### config.mk
export PLATFORM = sky130hd
export DESIGN_NAME = breakout_input_conditioner
export DESIGN_NICKNAME = d
export VERILOG_FILES = /design/src/rtl/breakout_pkg.sv /design/src/rtl/breakout_debounce_bit.sv /design/src/rtl/breakout_input_conditioner.sv
export SDC_FILE = /design/constraint.sdc
export NUM_CORES = 1
export LEC_CHECK = 0
export CORE_ASPECT_RATIO = 1.25
export CORE_MARGIN = 8
export CORE_UTILIZATION = 30
export CTS_BUF_LIST = sky130_fd_sc_hd__clkbuf_4 sky130_fd_sc_hd__clkbuf_8
export CTS_CLUSTER_SIZE = 20
export DETAILED_ROUTE_END_ITERATION = 16
export PLACE_DENSITY = 0.55
export REMOVE_ABC_BUFFERS = 1
export SLEW_MARGIN = 20
export SYNTH_ARGS = -nofsm -noshare
export SYNTH_HDL_FRONTEND = slang
export SYNTH_SLANG_ARGS = --single-unit
### constraint.sdc
create_clock -name i_clk -period 2.5 [get_ports i_clk]
set_input_delay 0.375 -clock i_clk [delete_from_list [all_inputs] [get_ports i_clk]]
set_output_delay 0.375 -clock i_clk [all_outputs]
set_load 0.005 [all_outputs]
### src/rtl/breakout_pkg.sv
// Shared constants and helpers for the breakout input conditioner and serializer wrapper.
package breakout_pkg;

    localparam int N_BUTTON   = 8;
    localparam int N_PORT     = 8;
    localparam int N_LINK_POW = 4;

    typedef enum logic [0:0] {
        DB_STABLE  = 1'b0,
        DB_PENDING = 1'b1
    } db_state_t;

    // Ceiling log2; a value of 1 or less yields 0.
    function automatic int clog2(input int value);
        int result;
        result = 0;
        for (int i = 0; i < 31; i++) begin
            if ((32'sd1 <<< i) < value) begin
                result = i + 1;
            end else begin
                result = result;
            end
        end
        return result;
    endfunction

endpackage

### src/rtl/breakout_debounce_bit.sv
// One conditioned input channel: synchronizer chain, optional debounce FSM and stable register.
module breakout_debounce_bit
    import breakout_pkg::*;
#(
    parameter int SYNC_STAGES     = 2,
    parameter int DEBOUNCE_CYCLES = 50000,
    parameter bit DEBOUNCE_EN     = 1'b1
) (
    input  logic i_clk,
    input  logic i_reset,
    input  logic i_raw,
    output logic o_stable,
    output logic o_stable_next
);

    localparam int CNT_W_RAW = clog2(DEBOUNCE_CYCLES);
    localparam int CNT_W     = (CNT_W_RAW < 1) ? 1 : CNT_W_RAW;
    localparam logic [CNT_W-1:0] CNT_LAST = CNT_W'(DEBOUNCE_CYCLES - 1);
    localparam logic [CNT_W-1:0] CNT_ONE  = CNT_W'(1);

    logic [SYNC_STAGES-1:0] r_sync;
    logic                   r_stable;
    db_state_t              r_state;
    logic [CNT_W-1:0]       r_cnt;

    logic                   w_synced;
    logic                   w_pre_synced;
    logic                   w_stable_nxt;
    db_state_t              w_state_nxt;
    logic [CNT_W-1:0]       w_cnt_nxt;

    assign w_synced     = r_sync[SYNC_STAGES-1];
    assign w_pre_synced = r_sync[SYNC_STAGES-2];

    // Synchronizer chain, stable register, debounce state and counter.
    always_ff @(posedge i_clk) begin
        if (i_reset) begin
            r_sync   <= '0;
            r_stable <= 1'b0;
            r_state  <= DB_STABLE;
            r_cnt    <= '0;
        end else begin
            r_sync   <= {r_sync[SYNC_STAGES-2:0], i_raw};
            r_stable <= w_stable_nxt;
            r_state  <= w_state_nxt;
            r_cnt    <= w_cnt_nxt;
        end
    end

    // Next-state logic. Without debounce the stable register itself is the
    // final synchronizer stage, so the output lands on edge SYNC_STAGES.
    always_comb begin
        w_stable_nxt = r_stable;
        w_state_nxt  = r_state;
        w_cnt_nxt    = r_cnt;
        if (!DEBOUNCE_EN) begin
            w_stable_nxt = w_pre_synced;
            w_state_nxt  = DB_STABLE;
            w_cnt_nxt    = '0;
        end else begin
            case (r_state)
                DB_STABLE: begin
                    if (w_synced == r_stable) begin
                        w_cnt_nxt = '0;
                    end else if (DEBOUNCE_CYCLES == 1) begin
                        w_stable_nxt = w_synced;
                        w_cnt_nxt    = '0;
                    end else begin
                        w_cnt_nxt   = CNT_ONE;
                        w_state_nxt = DB_PENDING;
                    end
                end
                DB_PENDING: begin
                    if (w_synced == r_stable) begin
                        w_cnt_nxt   = '0;
                        w_state_nxt = DB_STABLE;
                    end else if (r_cnt == CNT_LAST) begin
                        w_stable_nxt = w_synced;
                        w_cnt_nxt    = '0;
                        w_state_nxt  = DB_STABLE;
                    end else begin
                        w_cnt_nxt = r_cnt + CNT_ONE;
                    end
                end
                default: begin
                    w_cnt_nxt   = '0;
                    w_state_nxt = DB_STABLE;
                end
            endcase
        end
    end

    assign o_stable      = r_stable;
    assign o_stable_next = w_stable_nxt;

endmodule

### src/rtl/breakout_input_conditioner.sv
// Synchronizes and debounces the breakout pins, and derives press pulses and a change strobe.
module breakout_input_conditioner
    import breakout_pkg::*;
#(
    parameter int SYNC_STAGES       = 2,
    parameter int DEBOUNCE_CYCLES   = 50000,
    parameter bit BUTTON_ACTIVE_LOW = 1'b1,
    parameter bit PORT_DEBOUNCE     = 1'b0
) (
    input  logic                  i_clk,
    input  logic                  i_reset,
    input  logic [N_BUTTON-1:0]   i_button_raw,
    input  logic [N_PORT-1:0]     i_port_raw,
    input  logic [N_LINK_POW-1:0] i_link_pow_raw,
    output logic [N_BUTTON-1:0]   o_button,
    output logic [N_PORT-1:0]     o_port,
    output logic [N_LINK_POW-1:0] o_link_pow,
    output logic [N_BUTTON-1:0]   o_button_press,
    output logic                  o_change
);

    logic [N_BUTTON-1:0]   w_btn_in;
    logic [N_BUTTON-1:0]   w_btn_cur;
    logic [N_BUTTON-1:0]   w_btn_nxt;
    logic [N_PORT-1:0]     w_port_cur;
    logic [N_PORT-1:0]     w_port_nxt;
    logic [N_LINK_POW-1:0] w_lp_cur;
    logic [N_LINK_POW-1:0] w_lp_nxt;

    logic [N_BUTTON-1:0]   r_press;
    logic                  r_change;

    assign w_btn_in = BUTTON_ACTIVE_LOW ? ~i_button_raw : i_button_raw;

    for (genvar gi = 0; gi < N_BUTTON; gi++) begin : g_button
        breakout_debounce_bit #(
            .SYNC_STAGES     (SYNC_STAGES),
            .DEBOUNCE_CYCLES (DEBOUNCE_CYCLES),
            .DEBOUNCE_EN     (1'b1)
        ) u_ch (
            .i_clk         (i_clk),
            .i_reset       (i_reset),
            .i_raw         (w_btn_in[gi]),
            .o_stable      (w_btn_cur[gi]),
            .o_stable_next (w_btn_nxt[gi])
        );
    end

    for (genvar gi = 0; gi < N_PORT; gi++) begin : g_port
        breakout_debounce_bit #(
            .SYNC_STAGES     (SYNC_STAGES),
            .DEBOUNCE_CYCLES (DEBOUNCE_CYCLES),
            .DEBOUNCE_EN     (PORT_DEBOUNCE)
        ) u_ch (
            .i_clk         (i_clk),
            .i_reset       (i_reset),
            .i_raw         (i_port_raw[gi]),
            .o_stable      (w_port_cur[gi]),
            .o_stable_next (w_port_nxt[gi])
        );
    end

    for (genvar gi = 0; gi < N_LINK_POW; gi++) begin : g_link_pow
        breakout_debounce_bit #(
            .SYNC_STAGES     (SYNC_STAGES),
            .DEBOUNCE_CYCLES (DEBOUNCE_CYCLES),
            .DEBOUNCE_EN     (1'b0)
        ) u_ch (
            .i_clk         (i_clk),
            .i_reset       (i_reset),
            .i_raw         (i_link_pow_raw[gi]),
            .o_stable      (w_lp_cur[gi]),
            .o_stable_next (w_lp_nxt[gi])
        );
    end

    // Pulses are computed from each channel's next value so they line up with the output edge.
    always_ff @(posedge i_clk) begin
        if (i_reset) begin
            r_press  <= '0;
            r_change <= 1'b0;
        end else begin
            r_press  <= w_btn_nxt & ~w_btn_cur;
            r_change <= (|(w_btn_nxt ^ w_btn_cur)) |
                        (|(w_port_nxt ^ w_port_cur)) |
                        (|(w_lp_nxt ^ w_lp_cur));
        end
    end

    assign o_button       = w_btn_cur;
    assign o_port         = w_port_cur;
    assign o_link_pow     = w_lp_cur;
    assign o_button_press = r_press;
    assign o_change       = r_change;

endmodule

### Word-level counts from Yosys, hierarchy flattened

Cells that the tools add are included.

* register bits after elaboration: 193
* bits of input ports: 22
* word-level logic and storage cells: 189
* output and inout port bits: 29

* muxes and demuxes: 88
* equality and inequality tests: 16
* reductions and logical operators: 3
* bitwise operators: 16
* $add $sub $neg: 8

Operators with widths (count)
* $mux W16: 16
* $pmux W16 S2: 8
* $add A16 B1 Y16 const B: 8
* $eq A16 B16 Y1 const B: 8
* $mux W1: 56
* $not A8 Y8: 2
* $pmux W1 S2: 8
* $reduce_or A8 Y1: 2
* $xor A8 B8 Y8: 2
* $and A8 B8 Y8: 1
* $eq A1 B1 Y1: 8
* $not A1 Y1: 8
* $reduce_or A4 Y1: 1
* $xor A4 B4 Y4: 1
* $or A1 B1 Y1: 2

### Logic depth before layout (Yosys ltp)

Gate-level depths: netlist of the first run.

* depth in word-level cells: 8
* mapped depth: 9

### Modules after synthesis

Synthesis of the first run repeated with hierarchy kept, for this count alone.

* cell total of the unflattened synthesis: 880
* area, all modules: 8251.7 µm²

Modules (own cells, without submodules)
* breakout_debounce_bit (g_button[0].u_ch ...): area each 889.6 µm², cells an instance 97, instances 7, sequential area each 400.4 µm²
* breakout_debounce_bit (g_button[7].u_ch): area each 855.8 µm², cells an instance 93, instances 1, sequential area each 400.4 µm²
* breakout_debounce_bit (g_link_pow[0].u_ch ...): area each 52.6 µm², cells an instance 4, instances 12, sequential area each 40.0 µm²
* breakout_input_conditioner: area each 538.0 µm², cells an instance 60, instances 1, sequential area each 180.2 µm²

### Worst setup path after synthesis of the first run

OpenSTA, ideal clock, no wires.

* path kind: reg2reg
* start point: register g_button[0].u_ch.r_cnt[0]
* end point: register r_change (netlist: o_change)
* path slack: -0.096 ns
* cell stages (with the launch flop): 10
* arrival: 2.463 ns
* setup time: 0.133 ns
* data required time: 2.367 ns
* path through: dfxtp_1 ha_1 nand3_1 or4_4 nor3_4 mux2_1 ha_1 nand4_1 nor3_1 a31oi_1

* longest elaborated chain between the ends: 8

RTL lines
* start, declared: RTL line breakout_debounce_bit.sv:24 `logic [CNT_W-1:0] r_cnt;`
* start signal, assigned: RTL line breakout_debounce_bit.sv:46 `r_cnt <= w_cnt_nxt;`
* $eq A16 B16 Y1: RTL line breakout_debounce_bit.sv:77 `end else if (r_cnt == CNT_LAST) begin`
* $mux W1: RTL line breakout_debounce_bit.sv:77
* $mux W1: RTL line breakout_debounce_bit.sv:74 `if (w_synced == r_stable) begin`
* $mux W1: RTL line breakout_debounce_bit.sv:61 `case (r_state)`
* via g_button[0].u_ch.o_stable_next: RTL line breakout_debounce_bit.sv:13 `output logic o_stable_next`
* $xor A8 B8 Y8: RTL line breakout_input_conditioner.sv:84 `r_change <= (|(w_btn_nxt ^ w_btn_cur)) |`
* $reduce_or A8 Y1: RTL line breakout_input_conditioner.sv:84
* $or A1 B1 Y1: RTL line breakout_input_conditioner.sv:84
* $or A1 B1 Y1: RTL line breakout_input_conditioner.sv:85 `(|(w_port_nxt ^ w_port_cur)) |`
* end signal, assigned: RTL line breakout_input_conditioner.sv:84
* end, declared: RTL line breakout_input_conditioner.sv:31 `logic r_change;`

The timed path passes the listed nets, and every way through them passes these cells.
A chain may end at the register's enable or synchronous reset.

### Final worst setup path of the first run

* start point: register g_button[0].u_ch.r_cnt[10]
* end point: register r_change (netlist: o_change)

Same word-level chain as after synthesis.

==> run summary, run 1 <==
multi-input logic area - 0.00392 mm2
Port Buf Inserts - 50
CTS root buffer - clkbuf_8
CTS tree - done
Arr. time, crit path - 2.89 ns
type of the worst min-delay path - primary input to register
kind of critical path - register to register
status - finished, violations left
count of pins over their slew limit - 0
CP endpoint kind - register
Synth Area in Simple Gates - 28.2%
Reg-to-Reg Start - g_button[0].u_ch.r_cnt[10]
clock buffer depth - 2
MaxCap Viol Count - 0
synth top area cells - dfxtp_1 47%, xnor2_1 11%, nor2_1 6.4%, nor4_1 3.2%, nor2b_1 3.1%
area leader, netlist - dfxtp_1
Cell variety after synth - 50
critical path launch point type - register
Sink Count - 193
Worst-path clk slew - 0.11 ns
row count - 67
total grt overflow - 0
Die Ht - 201 um
First DRT Iteration DRCs - 352
DIE AREA - 0.0328 mm2
Yosys top cell area share - 47.3%
final worst-path cycle share - 102%
fillers - 2784
Ys Warns - 0
ant diodes - 0
Synth Area in Compound Gates - 2.31%
vias in the first global route - 6044
Area growth syn-to-layout - 19.3%
Worst VDD drop - 0.242 mV
# hold bufs at CTS - 0
RSZ-0062 raised after global routing - true
largest net degree at the start of global routing - 47
first-pass GRT wire length - 28100 um
hold_sp - i_reset
register area share after synthesis - 47.3%
largest family of logic cells by synthesized area - simple AND/OR/NAND/NOR gates
TritonRoute pass-1 iters - 4
Remaining DRCs - 0
layout cells sized above 1 - 12.4%
Hold Path Cell Cnt - 2
skew final - 0.0159 ns
chip width - 164 um
mux cell area share after synthesis - 1.04%
All-Layer GR Usage - 10.4%
deepest level of the CTS H-tree - 4
IO Count - 51
Reg2Reg Depth - 8
Pwr per Cell Area - 538 mW/mm2
total CTS buffers - 17
Worst Hold End - g_button[5].u_ch.r_sync[1]
Commonest cells post-synth - 193 x dfxtp_1, 140 x nor2_1, 103 x xnor2_1
vias - 6085
CP required - 2.84 ns
Max FO, Critical Path - 2
Setup violations, final - 1
Crit path largest cell delay - 0.52 ns
Layout Nets - 1026
Total Wirelength - 16500 um
initial antenna violation count - 0
DRT antenna net count - 0
EDFF count, synth - 0
Fin. Hold Viols - 0
worst setup margin - -0.0533 ns
Post-Route Setup TNS - -0.0533 ns
most common flop cell mapped by yosys - dfxtp_1
R2R Path End - o_change
Tmin final - 2.55 ns
GP Congestion - 0.769
initial core utilization - 30.5%
vias per cell - 4.52
Power Total - 5240 uW
Slew Limit Headroom - 62.3%
Slowest-stage cell, CP - or4_1
dpl cell area - 0.00935 mm2
flop2flop setup slack - -0.05 ns
f_max - 0.392 GHz
failing checks - negative setup slack
xor and xnor area share after synthesis - 13.7%
CORE AREA - 0.0268 mm2
Mapped Cells - 894
Syn Area/Cell - 9.15 um2
worst-path cell chain - or4_1 -> or4_4 -> nor3_4 -> mux2_4 -> ha_1 -> nand4_1 -> nor3_2 -> a31oi_1
Clk Latency, worst-skew pair - 0.46 ns
wire length per cell - 12.3 um
Finished Cell Area - 0.00975 mm2
hpwl dp - 12100 um
Synth Cell Area - 0.00818 mm2
Reg area - 0.00386 mm2
Yosys reg bits - 193
top-count cell post-synth - dfxtp_1
Worst-Margin Slew - 0.564 ns
Post-Synth Adder-Cell Area - 2.45%
Leak - 0.00311 uW
asr flop ratio synth - 0%
## power breakdown
group | leakage, uW | internal (uW) | switching [uW]
combinational | 0.00135 | 81.2 | 61.9
clock | 0.000195 | 782 | 1180
sequential | 0.00156 | 3110 | 26.0
## layout by cell type, fill, tap and decap left out, types with 7 or more instances in the layout
master and instances:
dfxtp_1 193, buf_4 67, nor2_2 10, clkdlybuf4s50_1 49, nand3_1 42, nor4_1 41, xnor2_1 103, ha_1 16
o21ai_0 11, nor3_1 30, clkbuf_8 19, nand2_1 31, inv_1 45, and3_1 7, nor2_1 140, nand2b_1 10
nand4_1 35, nor2b_1 40, xor2_1 25
## worst max-delay path: cells and delay by family (launching register included)
family | cells | cell delay [ns]
flip-flops | 1 | 0.32
AND/OR/NAND/NOR | 5 | 1.41
AO/OA/AOI/OAI | 1 | 0.10
adder cells (fa/ha/maj) | 1 | 0.28
multiplexers | 1 | 0.32
## state kept, by name (all words and copies together) (netlist names)
name / count
g_button.u_ch.o_stable: 8
g_button.u_ch.r_cnt: 128
g_button.u_ch.r_state: 8
g_button.u_ch.r_sync: 16
g_link_pow.u_ch.o_stable: 4
g_link_pow.u_ch.r_sync: 4
g_port.u_ch.o_stable: 8
g_port.u_ch.r_sync: 8
o_button_press: 8
o_change: 1
## metrics by stage
step	setup slack (ns)	hold WS, ns	utilization, %	instances
6_report	-0.0533	0.356	36.4	1345
3_3_place_gp	-0.0567	0.419	34.9	1313
4_1_cts	-0.0466	0.315	36.3	1345
5_1_grt	-0.183	0.340	36.4	1345
3_5_place_dp	-0.149	0.430	34.9	1313
2_1_floorplan	-0.0924	0.414	-	853
## layer usage
| metal | wire, um | track usage, % | vias to the layer above |
|---|---|---|---|
| met2 | 7840 | 17.4 | 68 |
| met3 | 647 | 2.81 | 7 |
| li1 | - | - | 3192 |
| met1 | 7880 | 12.6 | 2818 |
| met5 | 0 | 0 | - |
| met4 | 135 | 3.29 | 0 |
## how the worst max path moves through the flow
stage	startpoint	cells after the start	slack, ns	endpoint
global placement	g_button[0].u_ch.r_cnt[10]	8	-0.06	o_change
global route	g_button[0].u_ch.r_cnt[10]	8	-0.18	o_change
finish	g_button[0].u_ch.r_cnt[10]	8	-0.05	o_change
floorplan	g_button[0].u_ch.r_cnt[0]	9	-0.09	o_change
CTS	g_button[0].u_ch.r_cnt[10]	8	-0.05	o_change
detailed placement	g_button[0].u_ch.r_cnt[10]	8	-0.15	o_change
## kinds of logic (layout without fill, tap and decap cells)
family                     after synthesis  count (layout)
and+or+nand+nor                        433             433
DFF                                    193             193
xor gates and xnor gates               128             128
buffers and inverters                   86             192
AOI/OAI and AO/OA                       30              30
adders and majority gates               16              16
muxes                                    8               8
## timing repair
action,in CTS,in global routing
setup endpoints to repair,1,1
buffers inserted,1,0
pin swaps,1,0
gates resized for setup,2,1
## layout make-up
cell class	instances	share of cell area, %
inverter	45	1.73
timing repair buffer	116	10.2
clock buffer	19	2.68
clock inverter	12	1.21
sequential	193	39.6
multi-input combinational	615	40.1
tap	345	4.43
No activity file was read; power rests on OpenSTA's default activity.
==> run 2: changes to the inputs <==
--- a/config.mk
+++ b/config.mk
@@ -7,11 +7,12 @@
 export LEC_CHECK = 0
 export CORE_ASPECT_RATIO = 1.25
 export CORE_MARGIN = 8
-export CORE_UTILIZATION = 30
+export CORE_UTILIZATION = 45
 export CTS_BUF_LIST = sky130_fd_sc_hd__clkbuf_4 sky130_fd_sc_hd__clkbuf_8
+export CTS_CLUSTER_DIAMETER = 200
 export CTS_CLUSTER_SIZE = 20
 export DETAILED_ROUTE_END_ITERATION = 16
-export PLACE_DENSITY = 0.55
+export PLACE_DENSITY = 0.73
 export REMOVE_ABC_BUFFERS = 1
 export SLEW_MARGIN = 20
 export SYNTH_ARGS = -nofsm -noshare
==> run summary, run 2 (same netlist as run 1, synthesis figures left out) <==
GP Congestion - 0.820 (+6.6%)
DRT antenna net count - 0 (unchanged)
hold_sp - i_reset
Hold Path Cell Cnt - 2 (unchanged)
Setup violations, final - 1 (unchanged)
clock buffer depth - 2 (unchanged)
All-Layer GR Usage - 14.2% (+3.8 points)
Critical Path Start - g_button[0].u_ch.r_cnt[10]
Area growth syn-to-layout - 15.3%
MaxCap Viol Count - 0 (unchanged)
layout cells sized above 1 - 10.1% (-2.3 points)
ant diodes - 0 (unchanged)
Total Wirelength - 15300 um (-7.2%)
type of the worst min-delay path - primary input to register
Reg2Reg Depth - 8 (unchanged)
initial antenna violation count - 1 (+1)
Slowest-stage cell, CP - or4_1
first-pass GRT wire length - 26800 um (-4.7%)
Port Buf Inserts - 50 (unchanged)
Sink Count - 193 (unchanged)
deepest level of the CTS H-tree - 4 (unchanged)
CORE AREA - 0.0180 mm2 (-33%)
Tmin final - 2.57 ns (+0.0150 ns)
Post-Place Worst Slack - -0.0976 ns (+0.0513 ns)
Arr. time, crit path - 2.90 ns (about the same)
Clk Latency, worst-skew pair - 0.46 ns (about the same)
First DRT Iteration DRCs - 250 (-29%)
Leak - 0.00298 uW (-4.2%)
TritonRoute pass-1 iters - 4 (unchanged)
R2R Path End - o_change
total CTS buffers - 17 (unchanged)
Crit path largest cell delay - 0.52 ns (about the same)
count of pins over their slew limit - 0 (unchanged)
worst hold margin - 0.253 ns (-0.103 ns)
IO Count - 51 (unchanged)
flop2flop setup slack - -0.07 ns (-0.02 ns)
largest delay contributor family on the critical path - simple AND/OR/NAND/NOR gates
Most flops, register - g_button.u_ch.r_cnt
total grt overflow - 0 (unchanged)
Slew Limit Headroom - 61.6% (-0.72 points)
vias in the first global route - 6041 (-0.050%)
commonest non-fill, non-tap cells in the layout - 193 x dfxtp_1, 140 x nor2_1, 103 x xnor2_1
number of flip-flops in the largest register - 128 (unchanged)
Worst Hold End - g_button[6].u_ch.r_sync[1]
DIE AREA - 0.0228 mm2 (-31%)
Reg-to-Reg Start - g_button[0].u_ch.r_cnt[10]
Max FO, Critical Path - 2 (unchanged)
Die Ht - 167 um (-17%)
RSZ-0062 raised after global routing - true
skew final - 0.0111 ns (-0.00480 ns)
CTS root buffer - clkbuf_8
most common cell after layout, fill and taps aside - dfxtp_1
worst setup margin - -0.0683 ns (-0.0150 ns)
multi-input logic area - 0.00390 mm2 (-0.29%)
Layout Cells excl Fill - 1205 (-10%)
wire length per cell - 12.7 um (+3.6%)
vias per cell - 5.00 (+10%)
chip width - 137 um (-17%)
Worst-path clk slew - 0.10 ns (about the same)
largest net degree at the start of global routing - 45 (-4.3%)
CP required - 2.83 ns (about the same)
critical path launch point type - register
dpl cells - 1173 (-11%)
hpwl dp - 11200 um (-7.4%)
Worst VDD drop - 0.310 mV (+28%)
CTS tree - done
biggest regs - g_button.u_ch.r_cnt: 128 flops, g_button.u_ch.r_sync: 16 flops
Fin. Hold Viols - 0 (unchanged)
Reg area - 0.00386 mm2 (unchanged)
row count - 55 (-18%)
worst-path cell chain - or4_1 -> or4_4 -> nor3_4 -> mux2_4 -> ha_1 -> nand4_1 -> nor3_1 -> a31oi_1
CP bufs+invs - 0 (unchanged)
vias - 6020 (-1.1%)
Setup Fix Bufs, Post-CTS - 0 (-1)
status - finished, violations left
initial core utilization - 45.5% (+15 points)
Final Util - 52.5% (+16 points)
CP endpoint kind - register
final worst-path cycle share - 103% (+0.60 points)
Remaining DRCs - 0 (unchanged)
Pwr per Cell Area - 548 mW/mm2 (+2.0%)
Worst-Margin Slew - 0.574 ns (+0.0108 ns)
Layout Nets - 1002 (-2.3%)
f_max - 0.389 GHz (-0.58%)
failing checks - negative setup slack
fillers - 1641 (-41%)
kind of critical path - register to register
Post-Route Setup TNS - -0.0683 ns (-0.0150 ns)
## run 2: where the power goes
part	leakage (uW)	switching [uW]	internal (uW)
clock	0.000187	1120	774
combinational	0.00123	60.0	83.5
sequential	0.00156	26.2	3110
## run 2: stage by stage
stage | area (um2) | total power (uW)
floorplan | 7930 | 3260
global route | 9430 | 5380
finish | 9430 | 5170
CTS | 9430 | 5250
global placement | 9050 | 3350
detailed placement | 9050 | 3350
## run 2: how the worst max path moves through the flow
stage | endpoint | slack, ns | cells after the start
floorplan | o_change | -0.09 | 9
global placement | o_change | -0.08 | 8
detailed placement | o_change | -0.1 | 8
CTS | o_change | -0.08 | 8
global route | o_change | -0.19 | 8
finish | o_change | -0.07 | 8
## run 2: timing repair
| item | 4_1_cts | 5_1_grt |
|---|---|---|
| hold buffers | 0 | 0 |
| resized for setup | 1 | 0 |
| endpoints found under the setup margin | 1 | 1 |
| pin swaps | 0 | 0 |
## run 2: final cells by class
class | instances | share of cell area [%]
well taps | 228 | 3.03
clock buffers | 20 | 2.85
flip-flops and latches | 193 | 41.0
repair buffers | 92 | 8.86
multi-input cells | 615 | 41.4
inverters | 45 | 1.79
clock inverters | 12 | 1.09
## run 2: routing by layer
layer  GRT usage (%)  routed length (um)  up-vias
met5               0                   0        -
met4            6.32                 297        0
met3            3.37                 530       21
met2            24.4                7570       70
met1            16.2                6920     2791
li1                -                   -     3138
==> run 3: changes to the inputs <==
--- a/config.mk
+++ b/config.mk
@@ -10,7 +10,7 @@
 export CORE_UTILIZATION = 45
 export CTS_BUF_LIST = sky130_fd_sc_hd__clkbuf_4 sky130_fd_sc_hd__clkbuf_8
 export CTS_CLUSTER_DIAMETER = 200
-export CTS_CLUSTER_SIZE = 20
+export CTS_CLUSTER_SIZE = 25
 export DETAILED_ROUTE_END_ITERATION = 16
 export PLACE_DENSITY = 0.73
 export REMOVE_ABC_BUFFERS = 1
==> results of run 3 <==
Same layout as run 2: the final DEF is identical, and so are final timing and power.
